[src/rtl/upsizing.sv]
// upsizing: packs pairs of W-bit AXI-Stream words into one 2*W-bit word.
// The first (even) word of a pair lands in the upper half, the second (odd)
// word in the lower half. out_tvalid rises on the edge that accepts the odd word.
module upsizing #(
    parameter int W = 32
) (
    input  logic           aclk,
    input  logic           aresetn,
    input  logic [W-1:0]   in_tdata,
    input  logic           in_tvalid,
    output logic           in_tready,
    output logic [2*W-1:0] out_tdata,
    output logic           out_tvalid,
    input  logic           out_tready
);

    logic [2*W-1:0] data;
    logic           lower_bits;
    logic           valid;
    logic           in_xfer;
    logic           out_xfer;

    // A held pair blocks the input until the sink takes it.
    assign in_tready  = ~valid | out_tready;
    assign in_xfer    = in_tvalid & in_tready;
    assign out_xfer   = valid & out_tready;
    assign out_tdata  = data;
    assign out_tvalid = valid;

    // Pair assembly: fill upper half, then lower half; completion raises valid,
    // an output transfer without a completing pair drops it.
    always_ff @(posedge aclk or negedge aresetn) begin
        if (!aresetn) begin
            data       <= '0;
            lower_bits <= 1'b0;
            valid      <= 1'b0;
        end else begin
            if (in_xfer) begin
                if (!lower_bits) begin
                    data[2*W-1:W] <= in_tdata;
                    lower_bits    <= 1'b1;
                end else begin
                    data[W-1:0]   <= in_tdata;
                    lower_bits    <= 1'b0;
                end
            end
            if (in_xfer && lower_bits)
                valid <= 1'b1;
            else if (out_xfer)
                valid <= 1'b0;
        end
    end

endmodule

[config.mk]
export PLATFORM = sky130hd
export DESIGN_NAME = upsizing
export DESIGN_NICKNAME = d
export VERILOG_FILES = /design/src/rtl/upsizing.sv
export SDC_FILE = /design/constraint.sdc
export NUM_CORES = 1
export LEC_CHECK = 0
export ABC_AREA = 1
export BUFFER_PORTS_ARGS = -buffer_cell sky130_fd_sc_hd__buf_2
export CAP_MARGIN = 15
export CORE_ASPECT_RATIO = 1.75
export CORE_UTILIZATION = 44
export DETAILED_ROUTE_END_ITERATION = 10
export PLACE_DENSITY = 0.76
export REMOVE_ABC_BUFFERS = 1
export SKIP_CTS_REPAIR_TIMING = 1
export SYNTH_ARGS = -nofsm -noshare
export SYNTH_HDL_FRONTEND = slang
export SYNTH_SLANG_ARGS = --single-unit
export TNS_END_PERCENT = 10
[constraint.sdc]
create_clock -name aclk -period 1 [get_ports aclk]
set_input_delay 0.15 -clock aclk [delete_from_list [all_inputs] [get_ports aclk]]
set_output_delay 0.15 -clock aclk [all_outputs]
set_load 0.02 [all_outputs]
==> results of run 1 <==
-- cell usage after synthesis --
master                       n  area [µm²]
sky130_fd_sc_hd__clkbuf_1    6        22.5
sky130_fd_sc_hd__dfrtp_1    66        1650
sky130_fd_sc_hd__nand2_2     1        6.26
sky130_fd_sc_hd__buf_2      20         100
sky130_fd_sc_hd__inv_1       1        3.75
sky130_fd_sc_hd__buf_4       1        7.51
sky130_fd_sc_hd__nand2_1   132         495
sky130_fd_sc_hd__nand4_1    64         400
sky130_fd_sc_hd__nand3_1     1        5.00
sky130_fd_sc_hd__inv_2       1        3.75
sky130_fd_sc_hd__nand3_2     1        10.0
-- report_power, final --
| group | internal [µW] | total (µW) | leakage (µW) | switching, µW |
|---|---|---|---|---|
| Sequential | 4020 | 4840 | 0.000815 | 822 |
| Clock | 945 | 1850 | 0.0000766 | 900 |
| Combinational | 2320 | 6190 | 0.00121 | 3870 |
-- sequential cells by signal (all words and copies together) (netlist names) --
register,flops
lower_bits,1
out_tvalid,1
out_tdata,64
-- cell type report --
type	count	area, µm²
multi-input combinational	199	935
fill	554	2170
timing repair buffer	132	908
inverter	2	10.0
tap	78	97.6
clock buffer	14	153
sequential	66	1650
-- layer usage --
metal  routed length (µm)  vias to the layer above  track usage, %
li1                     -                     1227               -
met1                 2800                     1264            30.1
met2                 3920                      115            37.5
met3                  415                       20            6.50
met4                  273                        0            11.7
met5                    0                        -               0
-- logic make-up after synthesis --
| group | count (synthesis) | share of synthesized area (%) |
|---|---|---|
| buffers and inverters | 29 | 5.09 |
| DFF | 66 | 61.0 |
| and+or+nand+nor | 199 | 33.9 |
-- tightest hold or removal path, stage by stage --
cell	delay [ps]
sky130_fd_sc_hd__buf_2	100
sky130_fd_sc_hd__nand4_1	70
sky130_fd_sc_hd__nand2_1	50
-- worst paths after layout --
kind                          startpoint       endpoint  slack [ps]  depth (start not counted)
hold / removal               in_tdata[8]   out_tdata[8]          70                          3
setup reg to reg              out_tvalid  out_tdata[20]        -140                          6
hold reg to reg            out_tdata[10]  out_tdata[10]         470                          2
min in group asynchronous        aresetn  out_tdata[40]         340                          3
setup / recovery              out_tvalid      in_tready        -200                          3
max in group asynchronous        aresetn  out_tdata[58]         290                          3
-- per-stage QoR --
| stage | setup slack [ps] | instances | total power, µW |
|---|---|---|---|
| global placement | -78.7 | 469 | 10400 |
| finish | -204 | 491 | 12900 |
| floorplan | -1370 | 267 | 7960 |
| global route | -240 | 491 | 13800 |
| detailed placement | -161 | 469 | 10600 |
| CTS | -368 | 483 | 12500 |
-- placed cells by master (no fill, tap or decap) --
cell type	netlist	routed
sky130_fd_sc_hd__buf_2	20	91
sky130_fd_sc_hd__inv_1	1	1
sky130_fd_sc_hd__buf_6	0	14
sky130_fd_sc_hd__dfrtp_1	66	65
sky130_fd_sc_hd__clkbuf_8	0	10
sky130_fd_sc_hd__clkbuf_1	6	4
sky130_fd_sc_hd__inv_4	0	1
sky130_fd_sc_hd__dfrtp_2	0	1
sky130_fd_sc_hd__buf_12	0	6
sky130_fd_sc_hd__nand4_1	64	64
sky130_fd_sc_hd__nand3_4	0	1
sky130_fd_sc_hd__nand2_4	0	1
sky130_fd_sc_hd__buf_8	0	2
sky130_fd_sc_hd__nand2_1	132	132
sky130_fd_sc_hd__dlygate4sd3_1	0	1
sky130_fd_sc_hd__nand3_2	1	1
sky130_fd_sc_hd__buf_4	1	18
==> implementation parameters, run 1 <==
Parameter                              Value

Clock network
  TritonCTS clock tree ... yes
  Clock latency at the later pin of the worst-skew pair ... 330 ps
  CTS H-tree lvls ... 3
  Clock-pin slew reported for the worst setup and hold paths after clock tree synthesis ... approximately 60 ps
  Sinks on Clock Net ... 66
  Total CTS buffers ... 9
  Maximum clock insertion buffer count ... 2
  Master cell of the clock root buffer ... sky130_fd_sc_hd__clkbuf_8

Floorplan
  Boundary Pins ... around 100
  Core region area ... around 5900 µm²
  Y dimension of the die ... ~110 µm
  Die Width ... 61.3 µm
  Die area ... 6480 µm²
  Num rows ... 37
  Initial core utilization ... between 40% and 50%

Global route
  Via count of the first global-routing pass ... 2432
  Largest net degree at the start of global routing ... 37
  Antenna violations before repair ... 0
  Global router's overall resource usage ... roughly 24%
  Wire length of the first global-routing pass ... 11.6 mm
  Aggregate global routing overflow ... 0

Critical path
  WP data required ... 850 ps
  Critical Path Sink Type ... primary output
  Signal arrival time at the worst endpoint ... 1050 ps
  Type of the worst setup path ... flip-flop to primary output
  CP max stage cell ... sky130_fd_sc_hd__dfrtp_1
  Setup crit start kind ... flip-flop
  Maximum fanout count along the critical path ... 5
  Worst-path cell chain ... nand2_4 -> buf_12 -> buf_8
  Critical path buffers and inverters ... 2
  Peak per-stage delay on the critical path ... 380 ps
  Gate family responsible for the most delay along the worst path ... flip-flops

STA
  Setup WS post-layout ... -204 ps
  Clock skew ... between 2 and 2.5 ps
  Max Transition Viols Final ... 0
  Setup-violating endpoint count in the final report ... 131
  Worst Max-Slew Pin Slew ... 379 ps
  Final Hold Fails ... 0
  Worst relative slew slack ... 74.7%
  Hold Slack ... 74.9 ps
  Maximum clock frequency ... 0.831 GHz
  Setup repair after global routing missed its margin ... yes
  Total Negative Setup Slacks ... -8490 ps
  Period minus WS final ... 1200 ps
  Share of the cycle needed by the critical path after routing ... 120%

Status
  Failing checks ... setup timing
  Result of the run ... finished, violations left

Finish
  Final non-filler cell area ... 3760 µm²
  Area Growth Syn to Fin ... 38.8%
  Number of nets in the layout ... 446
  Number of antenna diodes ... 0
  Final core occ ... 63.4%
  Share of post-route cells with drive strength above 1 ... 35.4%

Yosys
  Count of unique library cells instantiated by Yosys ... 11
  Synth warnings ... 0
  Flip-flop and latch count after synthesis ... 66
  Proportion of synthesized chip area in sequential cells ... 61.0%
  Mapped Area ... 2710 µm²
  Average cell area after synthesis ... 9.21 µm²
  Post-Synthesis Cells ... 294

Worst hold path
  Type of the worst min-delay path ... input pin to flip-flop

Placement
  Total half-perimeter wirelength after legalization and detailed placement ... 4.97 mm
  Routability cong. ... 0.804
  Number of port buffers ... between 100 and 150
  Area post-placement ... 3430 µm²

Detailed routing
  Number of vias per cell after detailed routing ... 5.35
  Average wire per cell in the routed design ... approximately 15 µm
  Pre-antenna DRT Iters ... 4
  Number of remaining DRC errors ... 0
  Final routed wirelength across all metal layers ... 7.40 mm
  Number of DRC markers in iteration 0 ... 200
  Antenna-violating nets left ... 0
  Overall via count from detail_route ... 2626

Pwr
  Leakage ... 0.00210 µW
  Worst vdd ir ... about 1600 µV
  Total power per unit cell area ... 3430 nW/µm²

Run
  # Max-Cap Violations ... 0
Power figures use the tool's default switching activity.
==> run 2: changes to the inputs <==
--- a/constraint.sdc
+++ b/constraint.sdc
@@ -3,2 +3,2 @@
 set_output_delay 0.15 -clock aclk [all_outputs]
-set_load 0.02 [all_outputs]
+set_load 0.005 [all_outputs]
==> run 2 against run 1 <==
- the flow still finishes with violations (setup timing)
- register-to-register slack got worse by 20 ps
- maximum frequency fell by 1.5%
- die area did not move
- setup slack got worse by 18 ps
- cell count fell by 1.0%
- sequential power fell by 2%
- worst hold slack got worse by 7.3 ps
- critical path depth did not move
- cell area fell by 2.4%
- combinational power fell by 31%
- critical endpoint unchanged
- highest routed layer unchanged
==> implementation parameters, run 2 (synthesis results as in run 1) <==
Parameter                              Value

Status
  Result of the run ... finished, violations left
  Failing checks ... setup timing

Critical path
  Signal arrival time at the worst endpoint ... 1070 ps (+20 ps)
  Type of the worst setup path ... flip-flop to primary output
  Critical Path Sink Type ... primary output
  Maximum fanout count along the critical path ... 5 (unchanged)
  Setup crit start kind ... flip-flop
  WP data required ... 850 ps (about the same)
  Internal reg-to-reg setup slack ... -160 ps (-20 ps)
  Worst reg2reg path depth ... 6 (unchanged)
  Endpoint of the worst-slack reg-to-reg timing path ... out_tdata[18]
  Startpoint of the lowest-slack register-to-register path ... out_tvalid

STA
  Clock skew ... 4.11 ps (+2.06 ps)
  Period minus WS final ... 1220 ps (+17.8 ps)
  Share of the cycle needed by the critical path after routing ... 122% (+1.8 points)
  Final Hold Fails ... 0 (unchanged)
  Maximum clock frequency ... 0.818 GHz (-1.5%)
  Hold Slack ... 67.6 ps (-7.27 ps)
  Setup WS post-layout ... -222 ps (-17.8 ps)
  Setup repair after global routing missed its margin ... yes
  Max Transition Viols Final ... 0 (unchanged)
  Setup-violating endpoint count in the final report ... 100 (-24%)
  Total Negative Setup Slacks ... -5020 ps (+3470 ps)
  Worst Max-Slew Pin Slew ... 275 ps (-104 ps)
  Worst relative slew slack ... 81.6% (+6.9 points)

Clock network
  Clock latency at the later pin of the worst-skew pair ... 340 ps (about the same)
  CTS H-tree lvls ... 3 (unchanged)
  Master cell of the clock root buffer ... sky130_fd_sc_hd__clkbuf_8
  Total CTS buffers ... 9 (unchanged)
  Maximum clock insertion buffer count ... 2 (unchanged)
  TritonCTS clock tree ... yes
  Sinks on Clock Net ... 66 (unchanged)
  Clock-pin slew reported for the worst setup and hold paths after clock tree synthesis ... 70 ps (about the same)

Finish
  Flip-flop count of the largest register after layout ... 64 (unchanged)
  Number of nets in the layout ... 440 (-1.3%)
  Area Growth Syn to Fin ... 35.5%
  Fill cell count ... 547 (-1.3%)
  Number of antenna diodes ... 0 (unchanged)
  Top library cells by usage in the layout, fill and taps aside ... sky130_fd_sc_hd__nand2_1 (132), sky130_fd_sc_hd__buf_2 (100), sky130_fd_sc_hd__dfrtp_1 (66)
  Final non-filler cell area ... 3670 µm² (-2.4%)
  Most frequent standard cell in the layout excluding fill and tap cells ... sky130_fd_sc_hd__nand2_1
  Final core occ ... 61.9% (-1.5 points)
  Reg area ... 1650 µm² (about the same)
  Share of post-route cells with drive strength above 1 ... 34.8% (-0.55 points)
  Total area of multi-input combinational cells ... 922 µm² (-1.3%)

Floorplan
  Initial core utilization ... 45.7% (unchanged)
  Die Width ... 61.3 µm (unchanged)
  Num rows ... 37 (unchanged)
  Y dimension of the die ... 106 µm (unchanged)
  Core region area ... 5930 µm² (unchanged)
  Boundary Pins ... 102 (unchanged)
  Die area ... 6480 µm² (unchanged)

Global route
  Aggregate global routing overflow ... 0 (unchanged)
  Via count of the first global-routing pass ... 2411 (-0.86%)
  Global router's overall resource usage ... 23.7% (-0.46 points)
  Wire length of the first global-routing pass ... 11.2 mm (-2.7%)
  Largest net degree at the start of global routing ... 47 (+27%)
  Antenna violations before repair ... 0 (unchanged)

Detailed routing
  Average wire per cell in the routed design ... 15.1 µm (-0.10%)
  Pre-antenna DRT Iters ... 4 (unchanged)
  Final routed wirelength across all metal layers ... 7.32 mm (-1.1%)
  Antenna-violating nets left ... 0 (unchanged)
  Number of remaining DRC errors ... 0 (unchanged)
  Overall via count from detail_route ... 2607 (-0.72%)
  Number of DRC markers in iteration 0 ... 192 (-4.0%)
  Number of vias per cell after detailed routing ... 5.36 (+0.30%)

Run
  # Max-Cap Violations ... 0 (unchanged)

Worst hold path
  Instance count along the most critical hold path ... 3 (unchanged)
  Type of the worst min-delay path ... input pin to flip-flop
  Endpoint with the worst hold slack ... out_tdata[47]
  Worst Hold Launch ... in_tdata[15]

Placement
  Routability cong. ... 0.807 (+0.31%)
  Area post-placement ... 3390 µm² (-1.2%)
  Total half-perimeter wirelength after legalization and detailed placement ... 4.70 mm (-5.4%)
  Number of port buffers ... 101 (unchanged)

Pwr
  Worst vdd ir ... 1910 µV (+17%)
  Total power per unit cell area ... 2990 nW/µm² (-13%)
  Leakage ... 0.00208 µW (-1.1%)
[run 2: cell types whose count changed in the layout (fill, tap and decap cells not counted), sizes merged]
cell	delta
clkinv	+3
buf	-7
clkbuf	-1
[run 2: area by class of cell]
cell class	instances	share of cell area, %
clock buffers	12	4.23
multi-input cells	199	25.1
clock inverters	3	0.409
repair buffers	126	22.3
inverters	2	0.205
well taps	78	2.66
flip-flops and latches	66	45.0
[run 2: how the worst max path moves through the flow]
stage,from,endpoint,slack (ps),cells after the start
2_1_floorplan,out_tvalid,out_tdata[0],-1210,4
3_3_place_gp,out_tvalid,out_tdata[29],-70,5
3_5_place_dp,out_tvalid,out_tdata[10],-190,5
4_1_cts,out_tvalid,in_tready,-440,3
5_1_grt,out_tvalid,in_tready,-250,3
6_report,out_tvalid,in_tready,-220,3
[run 2: stage by stage]
stage,std cells,power (µW),setup WS [ps]
final,486,11000,-222
after floorplan,267,6420,-1210
after global placement,462,8730,-74.5
after detailed placement,462,8890,-187
after global routing,486,11800,-252
after CTS,477,10900,-445
[run 2: layer usage]
layer	GRT usage, %	up-vias	routed length (µm)
met5	0	-	0
met4	15.4	0	259
met3	4.66	17	417
met2	35.6	113	3710
met1	29.9	1255	2930
li1	-	1222	-
[run 2: critical path: stages (launching register included)]
cell,delay (ps)
sky130_fd_sc_hd__dfrtp_1,390
sky130_fd_sc_hd__nand2_4,90
sky130_fd_sc_hd__buf_12,140
sky130_fd_sc_hd__buf_6,100
[run 2: report_power, final]
part           switching [µW]  internal, µW
clock                     954          1010
combinational            2280          1980
sequential                747          4010
